<file path="config.mk">
export PLATFORM = sky130hd
export DESIGN_NAME = enemy_hit_judge
export DESIGN_NICKNAME = d
export VERILOG_FILES = /design/src/rtl/enemy_hit_judge.sv
export SDC_FILE = /design/constraint.sdc
export NUM_CORES = 1
export LEC_CHECK = 0
export ABC_AREA = 1
export ABC_CLOCK_PERIOD_IN_PS = 2200
export CORE_UTILIZATION = 29
export DETAILED_ROUTE_END_ITERATION = 16
export GPL_ROUTABILITY_DRIVEN = 0
export PLACE_DENSITY = 0.51
export SYNTH_ARGS = -nofsm -noshare
export SYNTH_HDL_FRONTEND = slang
export SYNTH_SLANG_ARGS = --single-unit
</file>
<file path="constraint.sdc">
create_clock -name clk -period 2.2 [get_ports clk]
set_input_delay 0.44 -clock clk [delete_from_list [all_inputs] [get_ports clk]]
set_output_delay 0.44 -clock clk [all_outputs]
set_load 0.005 [all_outputs]
</file>
<file path="src/rtl/enemy_hit_judge.sv">
// Enemy hit/damage/explosion judge: N bullets vs one hitbox per clk, health, invulnerability, timed boom.
// All outputs registered (1 clk after inputs); no backpressure, mb_clr is a one-clk consume strobe.
module enemy_hit_judge #(
    parameter int N_BULLETS   = 4,
    parameter int COORD_W     = 10,
    parameter int HEALTH_W    = 3,
    parameter int MAX_HEALTH  = 5,
    parameter int Y_OFFSET    = 480,
    parameter int HB_XL       = 10,
    parameter int HB_XR       = 50,
    parameter int HB_YU       = 50,
    parameter int HB_YD       = 40,
    parameter int HIT_FRAMES  = 4,
    parameter int BOOM_FRAMES = 8
) (
    input  logic                           clk,
    input  logic                           rst,
    input  logic                           frame_tick,
    input  logic                           spawn,
    input  logic                           enemy_en,
    input  logic [COORD_W-1:0]             ep_x,
    input  logic [COORD_W-1:0]             ep_y,
    input  logic [N_BULLETS*COORD_W-1:0]   b_x,
    input  logic [N_BULLETS*COORD_W-1:0]   b_y,
    input  logic [N_BULLETS-1:0]           mb_en,
    output logic [N_BULLETS-1:0]           mb_clr,
    output logic [HEALTH_W-1:0]            health,
    output logic                           hit_flash,
    output logic                           boom,
    output logic                           dead
);

    // Two guard bits keep b-HB negative values and ep_y+Y_OFFSET from wrapping.
    localparam int CW      = COORD_W + 2;
    localparam int HMAX    = (1 << HEALTH_W) - 1;
    localparam int FR_MAX  = (HIT_FRAMES > BOOM_FRAMES) ? HIT_FRAMES : BOOM_FRAMES;
    localparam int CNT_W   = $clog2(FR_MAX + 1);

    localparam logic [HEALTH_W-1:0] SPAWN_HEALTH =
        HEALTH_W'((MAX_HEALTH > HMAX) ? HMAX : MAX_HEALTH);
    localparam logic [CNT_W-1:0] HIT_LAST  = CNT_W'(HIT_FRAMES - 1);
    localparam logic [CNT_W-1:0] BOOM_LAST = CNT_W'(BOOM_FRAMES - 1);

    localparam logic signed [CW-1:0] Y_OFF = CW'(Y_OFFSET);
    localparam logic signed [CW-1:0] XL    = CW'(HB_XL);
    localparam logic signed [CW-1:0] XR    = CW'(HB_XR);
    localparam logic signed [CW-1:0] YU    = CW'(HB_YU);
    localparam logic signed [CW-1:0] YD    = CW'(HB_YD);

    typedef enum logic [2:0] {
        S_IDLE,
        S_ALIVE,
        S_HIT,
        S_BOOM,
        S_DEAD
    } state_t;

    state_t                state_q, state_d;
    logic [HEALTH_W-1:0]   health_q, health_d;
    logic [CNT_W-1:0]      cnt_q, cnt_d;
    logic [N_BULLETS-1:0]  mb_clr_q, mb_clr_d;
    logic                  hit_flash_q, hit_flash_d;
    logic                  boom_q, boom_d;
    logic                  dead_q, dead_d;

    logic signed [CW-1:0]  ex;
    logic signed [CW-1:0]  ey;
    logic [N_BULLETS-1:0]  hit;
    logic [N_BULLETS-1:0]  win_oh;
    logic                  win_found;
    logic                  any_hit;

    assign ex = $signed({2'b00, ep_x});
    assign ey = $signed({2'b00, ep_y}) + Y_OFF;

    for (genvar i = 0; i < N_BULLETS; i++) begin : g_box
        logic signed [CW-1:0] bx;
        logic signed [CW-1:0] by;

        assign bx = $signed({2'b00, b_x[i*COORD_W +: COORD_W]});
        assign by = $signed({2'b00, b_y[i*COORD_W +: COORD_W]});
        assign hit[i] = mb_en[i] & enemy_en
                      & (ex >= bx - XL) & (ex < bx + XR)
                      & (ey >= by - YU) & (ey < by + YD);
    end

    // Lowest-index hitting bullet is the only one consumed.
    always_comb begin
        win_oh    = '0;
        win_found = 1'b0;
        for (int i = 0; i < N_BULLETS; i++) begin
            if (hit[i] && !win_found) begin
                win_oh[i] = 1'b1;
                win_found = 1'b1;
            end
        end
    end

    assign any_hit = |hit;

    always_comb begin
        state_d  = state_q;
        health_d = health_q;
        cnt_d    = cnt_q;
        mb_clr_d = '0;

        unique case (state_q)
            S_IDLE: begin
                if (spawn) begin
                    state_d  = S_ALIVE;
                    health_d = SPAWN_HEALTH;
                    cnt_d    = '0;
                end
            end
            S_ALIVE: begin
                if (!enemy_en) begin
                    state_d  = S_IDLE;
                    health_d = '0;
                    cnt_d    = '0;
                end else if (any_hit) begin
                    mb_clr_d = win_oh;
                    cnt_d    = '0;
                    if (health_q <= HEALTH_W'(1)) begin
                        state_d  = S_BOOM;
                        health_d = '0;
                    end else begin
                        state_d  = S_HIT;
                        health_d = health_q - HEALTH_W'(1);
                    end
                end
            end
            S_HIT: begin
                if (!enemy_en) begin
                    state_d  = S_IDLE;
                    health_d = '0;
                    cnt_d    = '0;
                end else if (frame_tick) begin
                    if (cnt_q == HIT_LAST) begin
                        state_d = S_ALIVE;
                        cnt_d   = '0;
                    end else begin
                        cnt_d = cnt_q + CNT_W'(1);
                    end
                end
            end
            // The explosion always completes, even if the slot is released.
            S_BOOM: begin
                if (frame_tick) begin
                    if (cnt_q == BOOM_LAST) begin
                        state_d = S_DEAD;
                        cnt_d   = '0;
                    end else begin
                        cnt_d = cnt_q + CNT_W'(1);
                    end
                end
            end
            S_DEAD: begin
                health_d = '0;
                if (spawn) begin
                    state_d  = S_ALIVE;
                    health_d = SPAWN_HEALTH;
                    cnt_d    = '0;
                end
            end
            default: begin
                state_d  = S_IDLE;
                health_d = '0;
                cnt_d    = '0;
            end
        endcase

        hit_flash_d = (state_d == S_HIT);
        boom_d      = (state_d == S_BOOM);
        dead_d      = (state_d == S_DEAD);
    end

    always_ff @(posedge clk or negedge rst) begin
        if (!rst) begin
            state_q     <= S_IDLE;
            health_q    <= '0;
            cnt_q       <= '0;
            mb_clr_q    <= '0;
            hit_flash_q <= 1'b0;
            boom_q      <= 1'b0;
            dead_q      <= 1'b0;
        end else begin
            state_q     <= state_d;
            health_q    <= health_d;
            cnt_q       <= cnt_d;
            mb_clr_q    <= mb_clr_d;
            hit_flash_q <= hit_flash_d;
            boom_q      <= boom_d;
            dead_q      <= dead_d;
        end
    end

    assign mb_clr    = mb_clr_q;
    assign health    = health_q;
    assign hit_flash = hit_flash_q;
    assign boom      = boom_q;
    assign dead      = dead_q;

endmodule

</file>
* After elaboration in Yosys (flattened, before gate mapping) *
Index checks and enable logic that the tools add are counted.
W data, S select, Z words.

word-level totals
  register bits = 17
  input bits = 109
  output and inout port bits = 10
  word-level logic and storage cells = 125

operators by class
  add/sub/neg operators = 19
  $lt $le $gt $ge = 17
  equality and inequality tests = 15
  mux-type cells = 35
  bitwise logic cells = 21
  reduce and logical (&&, ||, !) cells = 11

operators with widths
  kind                     number
  $add A10 B6 Y11 const B  8
  $ge A12 B11 Y1           4
  $ge A11 B11 Y1           4
  $lt A10 B11 Y1           4
  $lt A11 B11 Y1           4
  $mux W4                  11
  $sub A10 B4 Y11 const B  4
  $sub A10 B6 Y11 const B  4
  $mux W3                  14
  $and A1 B1 Y1            20
  $pmux W4 S4              1
  $pmux W3 S5              1
  $eq A3 B2 Y1 const B     4
  $pmux W3 S4              1
  $add A10 B9 Y11 const B  1
  $reduce_and A4 Y1        2
  $mux W1                  7
  $eq A3 B3 Y1 const B     2
  $ne A2 B2 Y1 const B     3
  $ne A3 B3 Y1 const B     2
  $add A4 B1 Y4 const B    1
  $eq A4 B2 Y1 const B     1
  $eq A4 B3 Y1 const B     1
  $reduce_or A4 Y1         1
  9 further kinds          13

* Depth between registers and ports, before layout *
Gate-level depths: netlist of the first run.

  depth in word-level cells = 19
  gate-level depth with buffers = 24
  mapped depth without buffers = 24

* Worst setup path after synthesis of the first run *
No wires, ideal clock.

  kind = input-to-reg
  start point = in b_y[21]
  end point = reg hit_flash_q, in the netlist hit_flash
  setup time = 0.123 ns
  data arrival time = 2.682 ns
  data required time = 2.077 ns
  path slack = -0.605 ns
  stages on the path = 21
  path buffers = 0
  path through = inv_1 -> ha_1 -> inv_1 -> a21oi_1 -> inv_1 -> a21oi_1 -> nor3b_1 -> xnor2_1 -> ha_1 -> a21oi_1 -> nand2_1 -> nor2_1 -> nand2_1 -> nand2_2 -> nor2_2 -> nand2_2 -> nand2_4 -> nor2_8 -> nor2_2 -> nor2_1 -> nor2_1

between the ends
  cells in the longest elaborated chain, start to end = 9
  elaborated cells on any way between the ends = 11
  those cells by class = 2 x add/sub; 2 x order compare; 1 x eq/ne; 3 x mux; 2 x bitwise; 1 x reduce/logical

ends and longest elaborated chain
  item                    RTL line  text
  start: declaration      24        input logic [N_BULLETS*COORD_W-1:0] b_y,
  $sub A10 B6 Y11         84        & (ey >= by - YU) & (ey < by + YD);
  $ge A12 B11 Y1          84
  $and A1 B1 Y1           84
  $and A1 B1 Y1 *         84
  $reduce_or A4 Y1 *      99        assign any_hit = |hit;
  $mux W3 *               120       end else if (any_hit) begin
  $mux W3 *               116       if (!enemy_en) begin
  $pmux W3 S4 *           107       unique case (state_q)
  $eq A3 B2 Y1 *          172       hit_flash_d = (state_d == S_HIT);
  via hit_flash_d         62        logic hit_flash_q, hit_flash_d;
  end signal: assignment  191       hit_flash_q <= hit_flash_d;
  end: declaration        62

The timed path passes the listed nets; every way through them passes the cells marked *.
A chain may end at the register's enable or synchronous reset.

* Worst setup path after layout of the first run *
  start point = in b_y[32]
  end point = reg cnt_q[0]

between the ends
  cells in the longest elaborated chain, start to end = 7
  elaborated cells on any way between the ends = 9
  those cells by class = 2 x add/sub; 2 x order compare; 1 x eq/ne; 2 x bitwise; 2 x reduce/logical

ends and longest elaborated chain
  item                           RTL line  text
  $sub A10 B6 Y11                84
  $ge A12 B11 Y1                 84
  $and A1 B1 Y1                  84
  $and A1 B1 Y1 *                84
  $reduce_or A4 Y1 *             99
  $ne A3 B3 Y1 (no line) *       --
  $reduce_and A4 Y1 (no line) *  --
  end signal: assignment         189       cnt_q <= cnt_d;
  end: declaration               60        logic [CNT_W-1:0] cnt_q, cnt_d;

Every way passes the cells marked *; elsewhere a longest branch is shown, timed or not.

==> metrics.cfg, run 1 <==
[min_path]
hold_path_class = in -> async

[floorplan]
rows = 55
io_pins = 119
dieArea_mm2 = 0.0243
dieHeight_um = 156
initial_core_util_pct = 29.9
die_w_um = 156
core-area_mm2 = 0.0229

[clock_network]
clock_path_buffers = 2
cts_max_level = 1
clock_sinks = 17
clk_latency_ns = 0.25
numCtsBuffers = 3
cts_root_buffer = clkbuf_16
ctsHoldBuffers = 0
clkTransAtPathRegs_ns = 0.05
cts_tree = done

[power]
power.switching_mw = 1.54
switching_share_pct = 44.6
combPwrFrac_pct = 77.1
p_per_area_mw_per_mm2 = 314
clockPowerShare_pct = 10.6
internal-power_mw = 1.91
seqPwrFrac_pct = 12.3
power_leakage_nw = 5.82
ir_drop_mv = 0.358

[timing]
drv_slew = 0
slew_headroom_pct = 72.5
skew_ns = 0.00567
timing.final.ws_setup_ns = -0.485
worst_slew_pin_slew_ns = 0.411
fin_crit_ns = 2.68
rsz0062_at_grt = yes
final.setup.tns_ns = -6.23
timing_hold_violations_final = 0
clock.fmax_ghz = 0.372
period_share_pct = 122
setup_viol_count_final = 15

[layout]
num_antenna_cells = 0
multi_input_area_mm2 = 0.00641
final_util_pct = 47.9
regArea_um2 = 425
area_growth_syn_to_layout_pct = 60.1
nFillCells = 2357
drive_gt1_share_pct = 32.8
fin_area_mm2 = 0.0110
nets = 1672

[yosys]
ys_seq_area_share_pct = 6.20
synth-seq-cells = 17
yosysWarnings = 0
yosysTopAreaCell = ha_1
avgSynthCellArea_um2 = 6.73
synth_ff_type = dfrtp_1
async_reset_ff_share_pct = 100
synth_edf_count = 0
syn_nets = 1305
synthCells = 1020
synthMostInstantiatedCell = nand2_1
synthesis.area_mm2 = 0.00686
yosysUniqueCellTypes = 47
ys_top_cells_by_area = ha_1, nand2_1, xor2_1, inv_1, dfrtp_1
yosysTopAreaCellShare_pct = 32.1
netlist_top_cells_count = nand2_1, ha_1, inv_1

[global_routing]
grt_pass1_vias = 7267
antenna_found_initial = 0
grt_overflow = 0
grt_pass1_wl_um = 33100
grt_usage_pct = 16.4
grt_start_max_net_pins = 18

[critical_path]
worstPathRequired_ns = 2.38
cp_max_fo = 8
cp-end-kind = flip-flop
crit_type = in -> reg
startpoint_type = primary input
arrival_ns = 2.87

[run_status]
violations = negative setup slack
status = finished with violations

[run]
drv_cap = 0

[placed_design]
placedInstanceArea_mm2 = 0.0104
pre_cts_ws_ns = -1.27
portBuffers = 118
hpwlAfterDp_um = 17200

[route]
wl_um = 19500
first_iter_violations = 226
via_per_inst = 4.34
drtAntennaViolNets = 0
routedWlPerCell_um = 11.5
route.detailed.drc = 0
drt_first_pass_iters = 4
dr_total_vias = 7381

-- per-layer routing --
layer / track usage [%] / wire (um) / vias to the layer above
met5: 0 / 0 / -
met4: 0.420 / 17 / 0
met3: 0.861 / 491 / 2
met2: 31.0 / 9610 / 106
met1: 21.5 / 9420 / 3207
li1: - / - / 4066
-- critical path, stage by stage --
cell and delay, ns:
buf_12 0.11, inv_12 0.04, ha_4 0.12, inv_2 0.04, a21oi_4 0.15, inv_2 0.06
a21oi_4 0.17, nand3_2 0.09, xor2_1 0.16, ha_1 0.29, a21oi_1 0.15, nand2_1 0.07
a21oi_2 0.13, a21oi_2 0.06, nand2_1 0.07, nor2_2 0.04, nand2_2 0.10, nand2_4 0.09
nor2_8 0.15, nand2_8 0.08, nand2_8 0.12, nand2_2 0.07, o21ai_2 0.05
-- cell usage in the layout, fill, tap and decap left out, drive strengths merged, types with 3 or more instances in the layout --
| master | n |
|---|---|
| clkbuf | 6 |
| dfrtp | 17 |
| buf | 272 |
| ha | 176 |
| o21ai | 25 |
| dlygate4sd2 | 22 |
| or2 | 3 |
| a21oi | 73 |
| inv | 153 |
| clkdlybuf4s15 | 5 |
| a21o | 4 |
| o21bai | 7 |
| nand3 | 45 |
| xor2 | 86 |
| o21a | 7 |
| clkdlybuf4s50 | 64 |
| nand2 | 263 |
| a211oi | 3 |
| nand4 | 12 |
| xnor2 | 17 |
| nor3b | 4 |
| nor2 | 74 |
| nor3 | 24 |
| nand3b | 8 |
-- sequential cells by signal (all words and copies together), names as in the netlist --
signal / flops
mb_clr: 4
cnt_q: 4
hit_flash: 1
dead: 1
state_q: 3
health: 3
boom: 1
-- stage by stage --
step	hold WS (ns)	power, mW	instances
6_report	0.520	3.44	1699
3_3_place_gp	0.500	2.92	1683
2_1_floorplan	0.144	1.88	1020
5_1_grt	0.549	3.85	1699
3_5_place_dp	0.517	2.95	1683
4_1_cts	0.526	3.40	1696
-- final timing paths --
path | startpoint | to | slack [ns] | depth (start not counted)
worst min-delay path | rst | state_q[1]$_DFF_PN0_ | 0.52 | 2
worst min register to register | cnt_q[1]$_DFFE_PN0P_ | cnt_q[1]$_DFFE_PN0P_ | 0.53 | 2
max in group asynchronous | rst | mb_clr[2]$_DFF_PN0_ | 1.48 | 2
worst max register to register | cnt_q[1]$_DFFE_PN0P_ | hit_flash$_DFF_PN0_ | 0.54 | 9
worst max-delay path | b_y[32] | cnt_q[0]$_DFFE_PN0P_ | -0.48 | 23
min in group clk | cnt_q[1]$_DFFE_PN0P_ | cnt_q[1]$_DFFE_PN0P_ | 0.53 | 2
-- power groups by stage --
stage	Clock [mW]	Sequential (mW)	Combinational, mW
after floorplan	0	0.416	1.46
after global placement	0	0.428	2.49
after detailed placement	0	0.428	2.53
after CTS	0.370	0.425	2.61
after global routing	0.381	0.431	3.04
final	0.364	0.424	2.66
-- cell families after synthesis --
kind of cell	Yosys count	synth area share, %
adder cells (fa/ha/maj)	176	32.1
AND/OR/NAND/NOR	439	29.3
flip-flops	17	6.20
AO/OA/AOI/OAI	125	10.5
XOR/XNOR	103	13.1
buffers and inverters	160	8.77
-- repair_timing --
item | CTS | global route
endpoints found under the hold margin | 0 | 0
endpoints found under the setup margin | 15 | 15
buffers inserted | 9 | 5
resized for setup | 221 | 68
pin swaps | 88 | 65
-- final cells by class --
class | instances | share of cell area (%)
Clock buffer | 3 | 0.684
Clock inverter | 1 | 0.0456
Inverter | 154 | 5.84
Multi-Input combinational cell | 843 | 58.4
Sequential cell | 17 | 3.87
Tap cell | 313 | 3.57
Timing Repair Buffer | 368 | 27.6
No activity file was read; power rests on OpenSTA's default activity.
==> run 2: changes to the inputs <==
Settings changed: CAP_MARGIN from default to 30.
==> results of run 2 <==
The final DEF is identical to that of run 1; final timing and power are the same.
